### src/rtl/alu_div_pkg.sv
// ---------------------------------------------------------------------------
// alu_div_pkg
// Shared definitions for the sequential integer divider.
//   DIV_DEFAULT_WIDTH : default operand / result width in bits
//   div_state_e       : FSM state encoding (IDLE, PREP, CALC, FIX)
//   clog2()           : bit width needed for the step counter
// ---------------------------------------------------------------------------
package alu_div_pkg;

    localparam int unsigned DIV_DEFAULT_WIDTH = 32;

    typedef enum logic [1:0] {
        ST_IDLE = 2'd0,
        ST_PREP = 2'd1,
        ST_CALC = 2'd2,
        ST_FIX  = 2'd3
    } div_state_e;

    // Number of bits needed to hold the values 0 .. value-1.
    // Never returns less than 1, so a counter always has at least one bit.
    function automatic int unsigned clog2(input int unsigned value);
        int unsigned result;
        int unsigned remaining;
        result    = 0;
        remaining = (value > 0) ? value - 1 : 0;
        while (remaining > 0) begin
            result    = result + 1;
            remaining = remaining >> 1;
        end
        return (result == 0) ? 1 : result;
    endfunction

endpackage

### src/rtl/div_restore_step.sv
// ---------------------------------------------------------------------------
// div_restore_step
// One combinational radix-2 restoring division step on unsigned magnitudes.
// The {rem, quo} pair is shifted left by one, the divisor is trial-subtracted
// from the widened partial remainder, and the new quotient bit records
// whether the subtraction was kept.
//
// Ports:
//   rem_i     in  WIDTH  current partial remainder (always < divisor_i)
//   quo_i     in  WIDTH  shift register: remaining dividend bits / quotient
//   divisor_i in  WIDTH  divisor magnitude (non-zero)
//   rem_o     out WIDTH  next partial remainder
//   quo_o     out WIDTH  next shift register value, new quotient bit in LSB
// ---------------------------------------------------------------------------
module div_restore_step #(
    parameter int unsigned WIDTH = 32
) (
    input  logic [WIDTH-1:0] rem_i,
    input  logic [WIDTH-1:0] quo_i,
    input  logic [WIDTH-1:0] divisor_i,
    output logic [WIDTH-1:0] rem_o,
    output logic [WIDTH-1:0] quo_o
);

    logic [WIDTH:0]   shifted;
    logic [WIDTH+1:0] trial;
    logic             keep;

    // The shifted remainder needs WIDTH+1 bits; the trial difference carries
    // one more bit on top so its MSB is a clean borrow / sign flag. When the
    // subtraction is rejected the shifted value is known to be below the
    // divisor, so dropping its top bit on restore loses nothing.
    always_comb begin
        shifted = {rem_i, quo_i[WIDTH-1]};
        trial   = {1'b0, shifted} - {2'b00, divisor_i};
        keep    = ~trial[WIDTH+1];
        rem_o   = keep ? trial[WIDTH-1:0] : shifted[WIDTH-1:0];
        quo_o   = {quo_i[WIDTH-2:0], keep};
    end

endmodule

### src/rtl/seq_int_divider.sv
// ---------------------------------------------------------------------------
// seq_int_divider
// Iterative radix-2 restoring integer divider, signed or unsigned, with a
// start/ready request handshake and a one-cycle valid_o result pulse.
// Latency from an accepted start is WIDTH+2 clock edges (2 for divide by
// zero). Signed results truncate toward zero; the remainder carries the sign
// of the dividend.
//
// Ports:
//   clk_i         in   1      clock, rising edge
//   rst_i         in   1      synchronous active-high reset
//   start_i       in   1      operation request, honoured only when ready_o=1
//   signed_i      in   1      1 = two's-complement operands, 0 = unsigned
//   dividend_i    in   WIDTH  dividend, sampled with start_i
//   divisor_i     in   WIDTH  divisor, sampled with start_i
//   ready_o       out  1      idle, can accept start_i
//   valid_o       out  1      one-cycle pulse, results valid
//   quotient_o    out  WIDTH  quotient, held until the next valid_o
//   remainder_o   out  WIDTH  remainder, held until the next valid_o
//   div_by_zero_o out  1      divisor was zero, held with the results
// ---------------------------------------------------------------------------
module seq_int_divider
    import alu_div_pkg::*;
#(
    parameter int unsigned WIDTH = DIV_DEFAULT_WIDTH
) (
    input  logic             clk_i,
    input  logic             rst_i,
    input  logic             start_i,
    input  logic             signed_i,
    input  logic [WIDTH-1:0] dividend_i,
    input  logic [WIDTH-1:0] divisor_i,
    output logic             ready_o,
    output logic             valid_o,
    output logic [WIDTH-1:0] quotient_o,
    output logic [WIDTH-1:0] remainder_o,
    output logic             div_by_zero_o
);

    localparam int unsigned      CNT_W    = clog2(WIDTH);
    localparam logic [CNT_W-1:0] CNT_LAST = CNT_W'(WIDTH - 1);

    div_state_e       state_q, state_d;
    logic [CNT_W-1:0] cnt_q, cnt_d;

    // Raw operands as sampled at start; the raw dividend is also the
    // divide-by-zero remainder.
    logic [WIDTH-1:0] dividend_q, dividend_d;
    logic [WIDTH-1:0] divisor_q, divisor_d;
    logic             signed_mode_q, signed_mode_d;

    // Unsigned-magnitude working state for the iteration.
    logic [WIDTH-1:0] dvsr_abs_q, dvsr_abs_d;
    logic [WIDTH-1:0] rem_q, rem_d;
    logic [WIDTH-1:0] quo_q, quo_d;
    logic             neg_quo_q, neg_quo_d;
    logic             neg_rem_q, neg_rem_d;
    logic             zero_div_q, zero_div_d;

    // Registered, held outputs.
    logic [WIDTH-1:0] quotient_q, quotient_d;
    logic [WIDTH-1:0] remainder_q, remainder_d;
    logic             dbz_q, dbz_d;
    logic             valid_q, valid_d;

    logic [WIDTH-1:0] step_rem;
    logic [WIDTH-1:0] step_quo;
    logic             dvd_neg;
    logic             dvs_neg;
    logic [WIDTH-1:0] dvd_abs;
    logic [WIDTH-1:0] dvs_abs;

    // Operand magnitudes. The most negative value maps onto its own bit
    // pattern, which read as unsigned is exactly its magnitude, so signed
    // overflow needs no special handling further down.
    always_comb begin
        dvd_neg = signed_mode_q & dividend_q[WIDTH-1];
        dvs_neg = signed_mode_q & divisor_q[WIDTH-1];
        dvd_abs = dvd_neg ? -dividend_q : dividend_q;
        dvs_abs = dvs_neg ? -divisor_q : divisor_q;
    end

    div_restore_step #(
        .WIDTH(WIDTH)
    ) u_step (
        .rem_i     (rem_q),
        .quo_i     (quo_q),
        .divisor_i (dvsr_abs_q),
        .rem_o     (step_rem),
        .quo_o     (step_quo)
    );

    // Next-state and datapath control. Every register holds by default and
    // valid only pulses for the single cycle after FIX.
    always_comb begin
        state_d       = state_q;
        cnt_d         = cnt_q;
        dividend_d    = dividend_q;
        divisor_d     = divisor_q;
        signed_mode_d = signed_mode_q;
        dvsr_abs_d    = dvsr_abs_q;
        rem_d         = rem_q;
        quo_d         = quo_q;
        neg_quo_d     = neg_quo_q;
        neg_rem_d     = neg_rem_q;
        zero_div_d    = zero_div_q;
        quotient_d    = quotient_q;
        remainder_d   = remainder_q;
        dbz_d         = dbz_q;
        valid_d       = 1'b0;

        case (state_q)
            ST_IDLE: begin
                if (start_i) begin
                    dividend_d    = dividend_i;
                    divisor_d     = divisor_i;
                    signed_mode_d = signed_i;
                    state_d       = ST_PREP;
                end
            end

            ST_PREP: begin
                neg_quo_d  = dvd_neg ^ dvs_neg;
                neg_rem_d  = dvd_neg;
                dvsr_abs_d = dvs_abs;
                if (divisor_q == '0) begin
                    zero_div_d = 1'b1;
                    state_d    = ST_FIX;
                end else begin
                    zero_div_d = 1'b0;
                    rem_d      = '0;
                    quo_d      = dvd_abs;
                    cnt_d      = CNT_LAST;
                    state_d    = ST_CALC;
                end
            end

            ST_CALC: begin
                rem_d = step_rem;
                quo_d = step_quo;
                if (cnt_q == '0) begin
                    state_d = ST_FIX;
                end else begin
                    cnt_d = cnt_q - CNT_W'(1);
                end
            end

            ST_FIX: begin
                valid_d = 1'b1;
                state_d = ST_IDLE;
                if (zero_div_q) begin
                    quotient_d  = {WIDTH{1'b1}};
                    remainder_d = dividend_q;
                    dbz_d       = 1'b1;
                end else begin
                    quotient_d  = neg_quo_q ? -quo_q : quo_q;
                    remainder_d = neg_rem_q ? -rem_q : rem_q;
                    dbz_d       = 1'b0;
                end
            end

            default: begin
                state_d = ST_IDLE;
            end
        endcase
    end

    // State register. Reset clears everything, including any operation in
    // flight, so an aborted operation never produces a valid pulse.
    always_ff @(posedge clk_i) begin
        if (rst_i) begin
            state_q       <= ST_IDLE;
            cnt_q         <= '0;
            dividend_q    <= '0;
            divisor_q     <= '0;
            signed_mode_q <= 1'b0;
            dvsr_abs_q    <= '0;
            rem_q         <= '0;
            quo_q         <= '0;
            neg_quo_q     <= 1'b0;
            neg_rem_q     <= 1'b0;
            zero_div_q    <= 1'b0;
            quotient_q    <= '0;
            remainder_q   <= '0;
            dbz_q         <= 1'b0;
            valid_q       <= 1'b0;
        end else begin
            state_q       <= state_d;
            cnt_q         <= cnt_d;
            dividend_q    <= dividend_d;
            divisor_q     <= divisor_d;
            signed_mode_q <= signed_mode_d;
            dvsr_abs_q    <= dvsr_abs_d;
            rem_q         <= rem_d;
            quo_q         <= quo_d;
            neg_quo_q     <= neg_quo_d;
            neg_rem_q     <= neg_rem_d;
            zero_div_q    <= zero_div_d;
            quotient_q    <= quotient_d;
            remainder_q   <= remainder_d;
            dbz_q         <= dbz_d;
            valid_q       <= valid_d;
        end
    end

    assign ready_o       = (state_q == ST_IDLE);
    assign valid_o       = valid_q;
    assign quotient_o    = quotient_q;
    assign remainder_o   = remainder_q;
    assign div_by_zero_o = dbz_q;

endmodule

### config.mk
export PLATFORM = sky130hd
export DESIGN_NAME = seq_int_divider
export DESIGN_NICKNAME = d
export VERILOG_FILES = /design/src/rtl/alu_div_pkg.sv /design/src/rtl/div_restore_step.sv /design/src/rtl/seq_int_divider.sv
export SDC_FILE = /design/constraint.sdc
export NUM_CORES = 1
export LEC_CHECK = 0
export CAP_MARGIN = 25
export CELL_PAD_IN_SITES_DETAIL_PLACEMENT = 1
export CELL_PAD_IN_SITES_GLOBAL_PLACEMENT = 1
export CORE_MARGIN = 5
export CORE_UTILIZATION = 45
export CTS_BUF_LIST = sky130_fd_sc_hd__clkbuf_4 sky130_fd_sc_hd__clkbuf_8 sky130_fd_sc_hd__clkbuf_16
export CTS_CLUSTER_DIAMETER = 50
export DETAILED_ROUTE_END_ITERATION = 10
export PLACE_DENSITY = 0.8
export RECOVER_POWER = 25
export SLEW_MARGIN = 5
export SYNTH_ARGS = -nofsm -noshare
export SYNTH_HDL_FRONTEND = slang
export SYNTH_HIERARCHICAL = 1
export SYNTH_SLANG_ARGS = --single-unit
### constraint.sdc
create_clock -name clk_i -period 8.5 [get_ports clk_i]
set_clock_uncertainty 0.2 [all_clocks]
set_input_delay 0.85 -clock clk_i [delete_from_list [all_inputs] [get_ports clk_i]]
set_output_delay 0.85 -clock clk_i [all_outputs]
set_load 0.005 [all_outputs]
After elaboration in Yosys (flattened, before gate mapping)
Cells that the tools add are included.
{"block": "word_totals", "register_bits": 237, "inputBits": 68, "out_inout_bits": 67, "elab_cells": 61}
{"block": "op_classes", "n_addsub": 6, "eq_ne": 7, "mux": 21, "n_bitwise": 4, "n_reduce_logical": 8}
{"cell": "$mux 32", "count": 9}
{"cell": "$neg 32->32", "count": 4}
{"cell": "$pmux 32 s2", "count": 2}
{"cell": "$sub 33x32->34", "count": 1}
{"cell": "$logic_not 32->1", "count": 1}
{"cell": "$mux 5", "count": 2}
{"cell": "$pmux 5 s2", "count": 1}
{"cell": "$ne 2x2->1 const B", "count": 4}
{"cell": "$pmux 2 s4", "count": 1}
{"cell": "$reduce_and 2->1", "count": 3}
{"cell": "$logic_not 5->1", "count": 1}
{"cell": "$sub 5x1->5 const B", "count": 1}
{"cell": "$eq 2x2->1 const B", "count": 2}
{"cell": "$mux 1", "count": 4}
{"cell": "$mux 2", "count": 2}
{"cell": "$reduce_and 3->1", "count": 1}
{"cell": "$and 1x1->1", "count": 2}
{"cell": "$eq 2x1->1 const B", "count": 1}
{"cell": "$logic_not 2->1", "count": 1}
{"cell": "$reduce_bool 2->1", "count": 1}
{"cell": "$not 1->1", "count": 1}
{"cell": "$xor 1x1->1", "count": 1}

Longest topological paths before layout
Gate-level depths: netlist (run 1).
{"block": "depth", "word_depth": 4, "depth_mapped": 14, "ltp_nobuf": 13}

Cells and area by module
The synthesis (run 1) kept the hierarchy.
{"module": "seq_int_divider", "n_inst": 1, "cells_each": 1432, "area_per_inst_um2": 11508.5, "seq_area_each_um2": 4744.6}
{"module": "div_restore_step", "n_inst": 1, "cells_each": 404, "area_per_inst_um2": 2613.8, "seq_area_each_um2": 0.0}

Worst setup path after synthesis (run 1)
Ideal clock, no wire load.
{"block": "synth_path", "path_kind": "register to register", "from": "reg quo_q[31]", "to": "reg rem_q[22]", "setup_time_ns": 0.128, "t_arrival_ns": 2.421, "required_ns": 8.172, "path_slack_ns": 5.752, "stages_incl_launch_ff": 14, "path_buffers": 0, "period_less_slack_ns": 2.748, "path_cell_list": "dfxtp_1 inv_1 ha_1 inv_1 fa_1 a21o_1 a31oi_2 nor3_1 a31oi_2 o21a_2 xnor2_1 mux2_2 a22oi_1 nor2_1"}
{"block": "synth_via", "elab_chain_cells": 3}
{"element": "start: declaration", "line": "seq_int_divider.sv:55", "text": "logic [WIDTH-1:0] quo_q, quo_d;"}
{"element": "start signal: assignment", "line": "seq_int_divider.sv:195", "text": "quo_q <= quo_d;"}
{"element": "$sub 33x32->34", "line": "div_restore_step.sv:35", "text": "trial = {1'b0, shifted} - {2'b00, divisor_i};"}
{"element": "$mux 32", "line": "div_restore_step.sv:37", "text": "rem_o = keep ? trial[WIDTH-1:0] : shifted[WIDTH-1:0];"}
{"element": "named net step_rem[22]", "line": "seq_int_divider.sv:66", "text": "logic [WIDTH-1:0] step_rem;"}
{"element": "$pmux 32 s2", "line": "seq_int_divider.sv:112", "text": "case (state_q)"}
{"element": "end signal: assignment", "line": "seq_int_divider.sv:194", "text": "rem_q <= rem_d;"}
{"element": "end: declaration", "line": "seq_int_divider.sv:54", "text": "logic [WIDTH-1:0] rem_q, rem_d;"}
The timed path passes the listed nets, and every way through them passes these cells.
A chain may end at the register's enable or synchronous reset.

Worst setup path after layout (run 1)
{"block": "layout_path", "from": "reg state_q[1]", "to": "reg quo_q[16]"}
{"block": "layout_via", "elab_chain_cells": 3, "word_cells_on_any_way": 6, "classes_between": "eq/ne (3); mux (1); reduce/logical (2)"}
{"element": "start: declaration", "line": "seq_int_divider.sv:43", "text": "div_state_e state_q, state_d;"}
{"element": "start signal: assignment", "line": "seq_int_divider.sv:188", "text": "state_q <= state_d;"}
{"element": "$eq 2x1->1 / $eq 2x2->1 (equally long branches)", "line": "seq_int_divider.sv:112"}
{"element": "$ne 2x2->1 (no source line) / $reduce_bool 2->1 (equally long branches)"}
{"element": "$reduce_and 2->1 (no source line)"}
Parallel ways exist; a longest one is shown, timed or not.

==> results of run 1 <==
## metrics by stage
stage / area (um2) / total power, mW / setup WS [ns]
5_1_grt: 16600 / 6.11 / 2.67
2_1_floorplan: 14100 / 3.51 / 5.75
4_1_cts: 16500 / 5.71 / 4.74
3_5_place_dp: 15300 / 4.23 / 4.76
3_3_place_gp: 15300 / 4.15 / 4.83
6_report: 16600 / 5.77 / 2.96
## cells in the mapped netlist, drive strengths merged, types with 24 or more instances
cell type  count  area [um2]
nand2        269        1010
dfxtp        237        4740
nor2         181         679
a21oi        157         793
o21ai        101         505
clkbuf        94         353
xnor2         81         709
a211oi        73         558
inv           73         274
buf           59         374
xor2          52         455
a22oi         42         315
ha            41         513
o31ai         34         270
nor3          30         166
mux2i         24         240
nor4          24         156
## area by class of cell
cell class	instances	area (um2)
fillers	3767	14200
multi-input cells	1371	8390
flip-flops and latches	237	4740
repair buffers	149	1510
clock buffers	42	947
well taps	396	495
inverters	75	282
clock inverters	19	213
## kinds of logic after synthesis
kind of cell,count (synthesis),share of synthesized area (%)
xor gates and xnor gates,133,8.25
adders and majority gates,42,3.77
and+or+nand+nor,632,20.4
buffers and inverters,228,7.14
DFF,237,33.6
muxes,28,2.05
AOI/OAI and AO/OA,536,24.8
## worst max-delay path, cell delays in order, from the launching register on
cell	delay, ns
dfxtp_1	0.35
inv_1	0.11
ha_1	0.16
clkbuf_1	2.32
and4b_1	0.50
and4_1	0.55
or2_2	0.20
buf_4	0.59
a21oi_1	0.09
a211oi_1	0.31
## path summary, 6_finish.rpt
kind / startpoint / to / depth (start not counted)
worst min register to register: remainder_o[22] / remainder_o[22] / 2
worst max-delay path: state_q[1] / quo_q[16] / 9
worst min-delay path: remainder_o[22] / remainder_o[22] / 2
worst max register to register: state_q[1] / quo_q[16] / 9
## metal layers
| metal | wire length (um) | GRT usage [%] | part of all wire, % |
|---|---|---|---|
| met1 | 23800 | 39.3 | 48 |
| met2 | 21300 | 40.2 | 43 |
| met3 | 3190 | 5.06 | 6.5 |
| met4 | 949 | 6.85 | 1.9 |
| met5 | 7 | 0 | 0.014 |
## power groups by stage
stage	clock [mW]	combinational [mW]	sequential (mW)
2_1_floorplan	0	2.00	1.51
3_3_place_gp	0	2.52	1.63
3_5_place_dp	0	2.58	1.64
4_1_cts	1.46	2.62	1.62
5_1_grt	1.52	2.93	1.66
6_report	1.44	2.70	1.64
## flip-flops by register name (all words and copies together) (netlist names)
signal,count
dividend_q,32
divisor_q,32
dvsr_abs_q,32
quo_q,32
quotient_o,32
rem_q,32
remainder_o,32
cnt_q,5
state_q,2
div_by_zero_o,1
neg_quo_q,1
neg_rem_q,1
signed_mode_q,1
valid_o,1
zero_div_q,1
==> impl_results.md, run 1 <==
- Status: complete, but fails checks
- Failing checks: max-capacitance violations, max-slew violations
- Die H: about 190 um
- First-pass GRT wire length: 77,300 um
- Antenna Cells: 0
- Drt first pass iters: 5
- CTS root buffer: clkbuf_16
- WS Path Type: reg -> reg
- WL/cell: around 22 um
- Site Rows: 64
- Tcrit/Tclk final: between 60% and 70%
- DRC viols: 0
- CP Data Required Time: between 8 and 9 ns
- Comb power frac: between 40% and 50%
- Arrival time of the worst setup path: approximately 5.8 ns
- Clock network power share: around a quarter
- PortBufs: around 130
- Max_slew headroom: -146%
- Number of clock sinks: 237
- CP startpoint kind: flop
- Mapped Avg Cell Area: 7.69 um2
- Total track usage: 26.7%
- Drt first-iter violations: between 1,000 and 1,500
- Synthesized cell area: 14,100 um2
- Async S/R FF share, synth: 0%
- Final hold violations: 0
- Core Region: between 30,000 and 40,000 um2
- Sw Ratio: 44.0%
- Setup violations, final: 0
- Post-layout minimum cycle time: ~5.5 ns
- # H-tree levels: 2
- Post-Syn Instances: around 1,800
- CTS buffer count: 34
- Final slew viol count: between 200 and 250
- Die ar.: around 35,000 um2
- Die X: roughly 190 um
- R2R setup slack: slightly below 3 ns
- Worst-Margin Slew: about 3.7 ns
- Power Internal: 3.24 mW
- Post-CTS Setup Repair Bufs: 0
- RSZ-0062 raised after global routing: no
- Final hold slack: around 0.27 ns
- Routed Antenna Nets: 0
- Post-DP HPWL: 35,300 um
- CTS tree: built
- # IOs: ~140
- Vias per cell: around 6.0
- F_max: between 0.15 and 0.2 GHz
- Most used DFF post-synth: dfxtp_1
- Share of layout cells above drive strength 1: between 6 and 7%
- Seq/Total Area, Yosys: 33.6%
- Switching Power: around 2.5 mW
- Vias in the first global route: between 10,000 and 15,000
- Commonest cells after routing, fill and taps aside: nand2_1 (268), dfxtp_1 (237), nor2_1 (178), a21oi_1 (155), clkdlybuf4s50_1 (133)
- Setup TNS: 0 ns
- Cell area power density: 348 nW/um2
- Syn Nets: just under 2,000
- Total global routing overflow: 0
- Initial antenna violation count: 1
- Maxcap violations: 3
- Clock transition at path regs: 0.06 ns
- Area Overhead vs Synth: 17.4%
- Setup crit end kind: flop
- Max Root-Sink Buffers: 3
- Via Count: between 10,000 and 15,000
- Placer Congestion: between 0.9 and 1
- Final core utilization: between 50% and 60%
- HP Class: reg -> reg
- Inst Count DP: ~2,200
- Clk Latency, worst-skew pair: 0.51 ns
- Sequential Power Share: 28.3%
- Netlist cell types: just over 80
- Most common cell after layout, fill and taps aside: nand2_1
- Nets: about 2,000
- EDFF count, synth: 0
- Max IR drop VDD: 0.180 mV
- Final WL: about 49,000 um
- Flops & latches, synth: ~240
- Largest net degree at the start of global routing: 87
- Fin cells: about 2,300
- Synth warnings: 6
- Starting Density: 45.9%
- Post-CTS sizing: 0
- Hold_buf cts: 0
- CP max FO: 70
- LEAKAGE: around 6.1 nW
Power figures use the tool's default switching activity.
==> run 2, diff against run 1 <==
Settings changed: CORE_UTILIZATION 45 to 43, PLACE_DENSITY 0.8 to 0.77.
Clock period 8.5 ns to 5.5 ns, I/O delays scaled along.
==> run 2 against run 1 <==
The run now ends clean. Register-to-register slack worse by 1.2 ns. First-iteration DRC count is 7.5% higher. Routed wire length up 0.93%. Power is 53% higher. Sequential power grew 54%. Highest routed layer is now met4. Clock power is 54% higher. Utilization down 2.7 points. Combinational power rose by 53%. Count of clock-buffer cells in the layout is the same. Flip-flop and latch count unchanged. Critical path type unchanged. Setup slack got worse by 1.2 ns.
==> impl_results.md, run 2 (synthesis gave the netlist of run 1 again) <==
- Die H: 191 um (+2.2%)
- Vias per cell: 5.91 (-1.5%)
- Via Count: 13,800 (+0.50%)
- F_max: 0.265 GHz (+47%)
- Worst-Margin Slew: 1.34 ns (-2.35 ns)
- CTS root buffer: clkbuf_16
- CP max FO: 36 (-49%)
- First-pass GRT wire length: 77,900 um (+0.79%)
- Total global routing overflow: 0 (unchanged)
- Final slew viol count: 0 (-100%)
- Maxcap violations: 0 (-3)
- Reg2Reg Depth: 9 (unchanged)
- Hold_buf cts: 0 (unchanged)
- Post-CTS Setup Repair Bufs: 0 (unchanged)
- Setup crit end kind: flop
- Total track usage: 26.4% (-0.30 points)
- Core Region: 32,500 um2 (+5.5%)
- CP bufs+invs: 2 (-1)
- Cell area power density: 533 nW/um2 (+53%)
- Final core utilization: 51.2% (-2.7 points)
- Site Rows: 66 (+3.1%)
- Initial antenna violation count: 0 (-1)
- CP Data Required Time: 5.72 ns (-2.98 ns)
- Max IR drop VDD: 0.247 mV (+37%)
- Clock transition at path regs: 0.06 ns (about the same)
- CP startpoint kind: flop
- # IOs: 135 (unchanged)
- Critical path's slowest cell: or2_2
- Hold endpoint: dvsr_abs_q[0]
- DRC viols: 0 (unchanged)
- Post-CTS sizing: 0 (unchanged)
- Max Root-Sink Buffers: 3 (unchanged)
- Arrival time of the worst setup path: 3.99 ns (-1.76 ns)
- Largest net degree at the start of global routing: 131 (+51%)
- Status: complete, no violations
- # H-tree levels: 2 (unchanged)
- Post-layout minimum cycle time: 3.77 ns (-1.77 ns)
- Area Overhead vs Synth: 17.7%
- Slowest stage delay, CP: 0.77 ns (-1.55 ns)
- HP Class: in -> reg
- Most common cell after layout, fill and taps aside: nand2_1
- Post-DP HPWL: 35,900 um (+1.8%)
- Nets: 1,980 (+0.10%)
- CTS buffer count: 34 (unchanged)
- Worst R2R End: quo_q[31]
- Max_slew headroom: 10.6% (+160 points)
- Tcrit/Tclk final: 68.6% (+3.4 points)
- Hold Path Origin: rst_i
- Vias in the first global route: 13,800 (+1.0%)
- Comb power frac: 46.5% (-0.2 points)
- Number of clock sinks: 237 (unchanged)
- R2R setup slack: 1.73 ns (-1.23 ns)
- WHS Path Cells: 2 (unchanged)
- Final hold violations: 0 (unchanged)
- Setup TNS: 0 ns (unchanged)
- RSZ-0062 raised after global routing: no
- Clk Latency, worst-skew pair: 0.51 ns (about the same)
- Drt first-iter violations: 1,089 (+7.5%)
- Sw Ratio: 43.9% (-0.054 points)
- Die ar.: 36,600 um2 (+4.4%)
- Starting Density: 43.5% (-2.4 points)
- Area after DPL: 15,400 um2 (+0.65%)
- FF-to-FF Start: divisor_q[0]
- CP top delay family: simple AND/OR/NAND/NOR gates
- Antenna Cells: 0 (unchanged)
- CP cell instances: inv_1 -> ha_1 -> or4b_2 -> nor4_1 -> and4_1 -> or2_2 -> buf_4 -> a21oi_1 -> a211oi_1
- Commonest cells after routing, fill and taps aside: nand2_1 (269), dfxtp_1 (237), nor2_1 (178), a21oi_1 (155), o21ai_0 (97)
- WL/cell: 21.3 um (-1.1%)
- Routed Antenna Nets: 0 (unchanged)
- PortBufs: 134 (unchanged)
- Fin area: 16,600 um2 (+0.32%)
- Die X: 191 um (+2.2%)
- Setup violations, final: 0 (unchanged)
- Sequential Power Share: 28.4% (about the same)
- CTS tree: built
- Share of layout cells above drive strength 1: 6.50% (-0.053 points)
- WS Path Type: reg -> reg
- Final WL: 49,700 um (+0.93%)
- Power Internal: 4.97 mW (+54%)
- Switching Power: 3.89 mW (+53%)
- Placer Congestion: 0.921 (about the same)
- Clock network power share: 25.1% (about the same)
- Drt first pass iters: 6 (+1)
- LEAKAGE: 6.25 nW (+2.4%)
## run 2: cell count changes in the layout (fill, tap and decap cells not counted), moves of 2 or more
cell             change
clkinvlp_4           +2
and2_0               +2
dlygate4sd3_1       +42
and2_1               -2
clkbuf_1             -2
clkbuf_8             +3
inv_6                -4
buf_12               +3
clkbuf_16            -2
clkdlybuf4s50_1     -42
clkbuf_4             -2
buf_4                +4
## run 2: worst max-delay path by stage
stage,from,endpoint,slack (ns),cells after the start
6_report,divisor_q[0],quo_q[31],1.73,9
5_1_grt,rem_q[7],rem_q[1],1.55,10
4_1_cts,divisor_q[0],quo_q[31],1.76,9
3_5_place_dp,divisor_q[0],quo_q[31],1.78,9
3_3_place_gp,divisor_q[0],quo_q[31],1.87,9
2_1_floorplan,quo_q[31],rem_q[22],2.75,13
## run 2: layer usage
metal / up-vias / track usage, % / part of all wire [%]
li1: 6543 / - / -
met1: 6735 / 37.1 / 46
met2: 437 / 42.0 / 44
met3: 86 / 4.11 / 7.1
met4: 0 / 7.54 / 2.7
met5: - / 0 / 0
## run 2: through the flow
stage	setup slack [ns]	instances	power, mW	hold WS (ns)
floorplan	2.75	1836	5.42	0.246
global placement	1.87	2272	6.45	0.258
detailed placement	1.78	2273	6.57	0.262
CTS	1.76	2332	8.84	0.272
global route	1.55	2335	9.39	0.272
finish	1.73	2335	8.86	0.241
## run 2: worst register-to-register path, delay by kind of cell (launching register included)
family	cells	cell delay, ns
AOI/OAI and AO/OA	2	0.33
DFF	1	0.35
and+or+nand+nor	4	2.11
adders and majority gates	1	0.17
buffers and inverters	2	0.54
## run 2: area by class of cell
| cell class | instances | area [um2] |
|---|---|---|
| clock buffers | 42 | 948 |
| fillers | 3993 | 15800 |
| inverters | 75 | 282 |
| flip-flops and latches | 237 | 4740 |
| multi-input cells | 1371 | 8370 |
| repair buffers | 151 | 1520 |
| well taps | 442 | 553 |
| clock inverters | 17 | 204 |
## run 2: power groups by stage
| stage | clock (mW) | sequential, mW | combinational [mW] |
|---|---|---|---|
| after global routing | 2.33 | 2.56 | 4.50 |
| after global placement | 0 | 2.52 | 3.93 |
| after detailed placement | 0 | 2.54 | 4.03 |
| after floorplan | 0 | 2.33 | 3.09 |
| final | 2.22 | 2.52 | 4.12 |
| after CTS | 2.26 | 2.50 | 4.07 |
==> run 3, diff against run 2 <==
Clock period 5.5 ns to 3.7 ns, I/O delays scaled along.
==> run 3 against run 2 <==
Via count down 0.64%. Global-route usage up 0.11 points. Setup slack worse by 1.3 ns. Largest cell class unchanged. Largest power group unchanged.
==> impl_results.md, run 3 (synthesis gave the netlist of run 1 again) <==
- CP Data Required Time: 3.93 ns (-1.79 ns)
- Maxcap violations: 0 (unchanged)
- Largest net degree at the start of global routing: 100 (-24%)
- Drt first-iter violations: 1,022 (-6.2%)
- Setup crit end kind: flop
- Share of layout cells above drive strength 1: 7.49% (+0.99 points)
- LEAKAGE: 6.38 nW (+2.1%)
- Placer Congestion: 0.909 (-1.3%)
- Most common cell after layout, fill and taps aside: nand2_1
- CP top delay family: compound AO/OA/AOI/OAI gates
- Critical path's slowest cell: dfxtp_1
- Arrival time of the worst setup path: 3.53 ns (-0.46 ns)
- Antenna Cells: 0 (unchanged)
- DRC viols: 0 (unchanged)
- Setup TNS: 0 ns (unchanged)
- Status: complete, no violations
- CP max FO: 6 (-83%)
- Final slew viol count: 0 (unchanged)
- Starting Density: 43.5% (unchanged)
- Total global routing overflow: 0 (unchanged)
- Die ar.: 36,600 um2 (unchanged)
- # H-tree levels: 2 (unchanged)
- PortBufs: 134 (unchanged)
- Drt first pass iters: 6 (unchanged)
- Slowest stage delay, CP: 0.45 ns (-0.32 ns)
- Final WL: 49,800 um (+0.24%)
- Initial antenna violation count: 0 (unchanged)
- Number of clock sinks: 237 (unchanged)
- First-pass GRT wire length: 77,700 um (-0.19%)
- Post-CTS Setup Repair Bufs: 0 (unchanged)
- Setup violations, final: 0 (unchanged)
- CP startpoint kind: flop
- CTS buffer count: 35 (+2.9%)
- F_max: 0.303 GHz (+14%)
- Max Root-Sink Buffers: 3 (unchanged)
- CTS root buffer: clkbuf_16
- CP bufs+invs: 2 (unchanged)
- Clk Latency, worst-skew pair: 0.52 ns (about the same)
- Max_slew headroom: 25.1% (+14 points)
- # IOs: 135 (unchanged)
- Final hold violations: 0 (unchanged)
- Die H: 191 um (unchanged)
- HP Class: in -> reg
- CTS tree: built
- Clock transition at path regs: 0.06 ns (about the same)
- Nets: 1,996 (+0.81%)
- Commonest cells after routing, fill and taps aside: nand2_1 (269), dfxtp_1 (237), nor2_1 (178), a21oi_1 (155), o21ai_0 (97)
- Vias per cell: 5.83 (-1.4%)
- Post-DP HPWL: 36,800 um (+2.4%)
- Die X: 191 um (unchanged)
- WL/cell: 21.2 um (-0.49%)
- Vias in the first global route: 13,500 (-2.5%)
- Area Overhead vs Synth: 18.6%
- Final hold slack: 0.0639 ns (-0.177 ns)
- Worst-Margin Slew: 1.12 ns (-0.219 ns)
- Tcrit/Tclk final: 89.2% (+21 points)
- Hold_buf cts: 0 (unchanged)
- Via Count: 13,700 (-0.64%)
- Post-CTS sizing: 0 (unchanged)
- Core Region: 32,500 um2 (unchanged)
- WS Path Type: reg -> reg
- Cell area power density: 794 nW/um2 (+49%)
- CP cell instances: inv_1 -> ha_1 -> inv_1 -> fa_1 -> a21o_1 -> a31oi_2 -> nor3_1 -> a31oi_2 -> o21a_2 -> o2111a_1 -> a221oi_1 -> a22oi_1 -> nor2_1
- RSZ-0062 raised after global routing: no
- Site Rows: 66 (unchanged)
- Total track usage: 26.5% (+0.11 points)
- Post-layout minimum cycle time: 3.30 ns (-0.472 ns)
- Max IR drop VDD: 0.351 mV (+42%)
- Routed Antenna Nets: 0 (unchanged)
[run 3: worst reg2reg max path: stages, from the launching register on]
cell and delay [ns]:
dfxtp_1 0.45, inv_1 0.11, ha_1 0.20, inv_1 0.07
fa_1 0.23, a21o_1 0.20, a31oi_2 0.14, nor3_1 0.39
a31oi_2 0.21, o21a_2 0.30, o2111a_1 0.25, a221oi_1 0.22
a22oi_1 0.13, nor2_1 0.11
[run 3: where the power goes]
part           internal (mW)  leakage (nW)  switching, mW
registers               3.04          1.93          0.667
clock network           2.11         0.576           1.27
logic                   2.35          3.88           3.86
[run 3: per-layer routing]
layer | track usage [%] | vias to the layer above | share of wire (%)
met5 | 0 | - | 0
met4 | 6.38 | 0 | 2.2
met3 | 4.18 | 73 | 5.8
met2 | 41.5 | 381 | 44
met1 | 38.3 | 6667 | 48
li1 | - | 6591 | -
[run 3: final timing paths]
| check | slack (ns) | cells past startpoint | endpoint | from |
|---|---|---|---|---|
| worst max register to register | 0.40 | 13 | rem_q[30] | quo_q[31] |
| worst min register to register | 0.26 | 2 | remainder_o[14] | remainder_o[14] |
| worst min-delay path | 0.06 | 2 | dvsr_abs_q[0] | rst_i |
| worst max-delay path | 0.40 | 13 | rem_q[30] | quo_q[31] |
[run 3: layout make-up]
class | instances | area [um2]
clock buffers | 45 | 1020
clock inverters | 16 | 164
fillers | 3961 | 15700
inverters | 75 | 282
multi-input cells | 1371 | 8380
flip-flops and latches | 237 | 4740
well taps | 442 | 553
repair buffers | 166 | 1610
[run 3: metrics by stage]
| step | instance area, um2 | cells | worst slack (ns) | util, % | power (mW) |
|---|---|---|---|---|---|
| after global placement | 15600 | 2291 | 0.558 | 48.0 | 9.70 |
| after detailed placement | 15600 | 2291 | 0.460 | 48.0 | 9.83 |
| after floorplan | 14100 | 1836 | 0.952 | - | 8.06 |
| after CTS | 16800 | 2352 | 0.466 | 51.6 | 13.3 |
| after global routing | 16800 | 2352 | 0.286 | 51.6 | 14.1 |
| final | 16800 | 2352 | 0.401 | 51.6 | 13.3 |
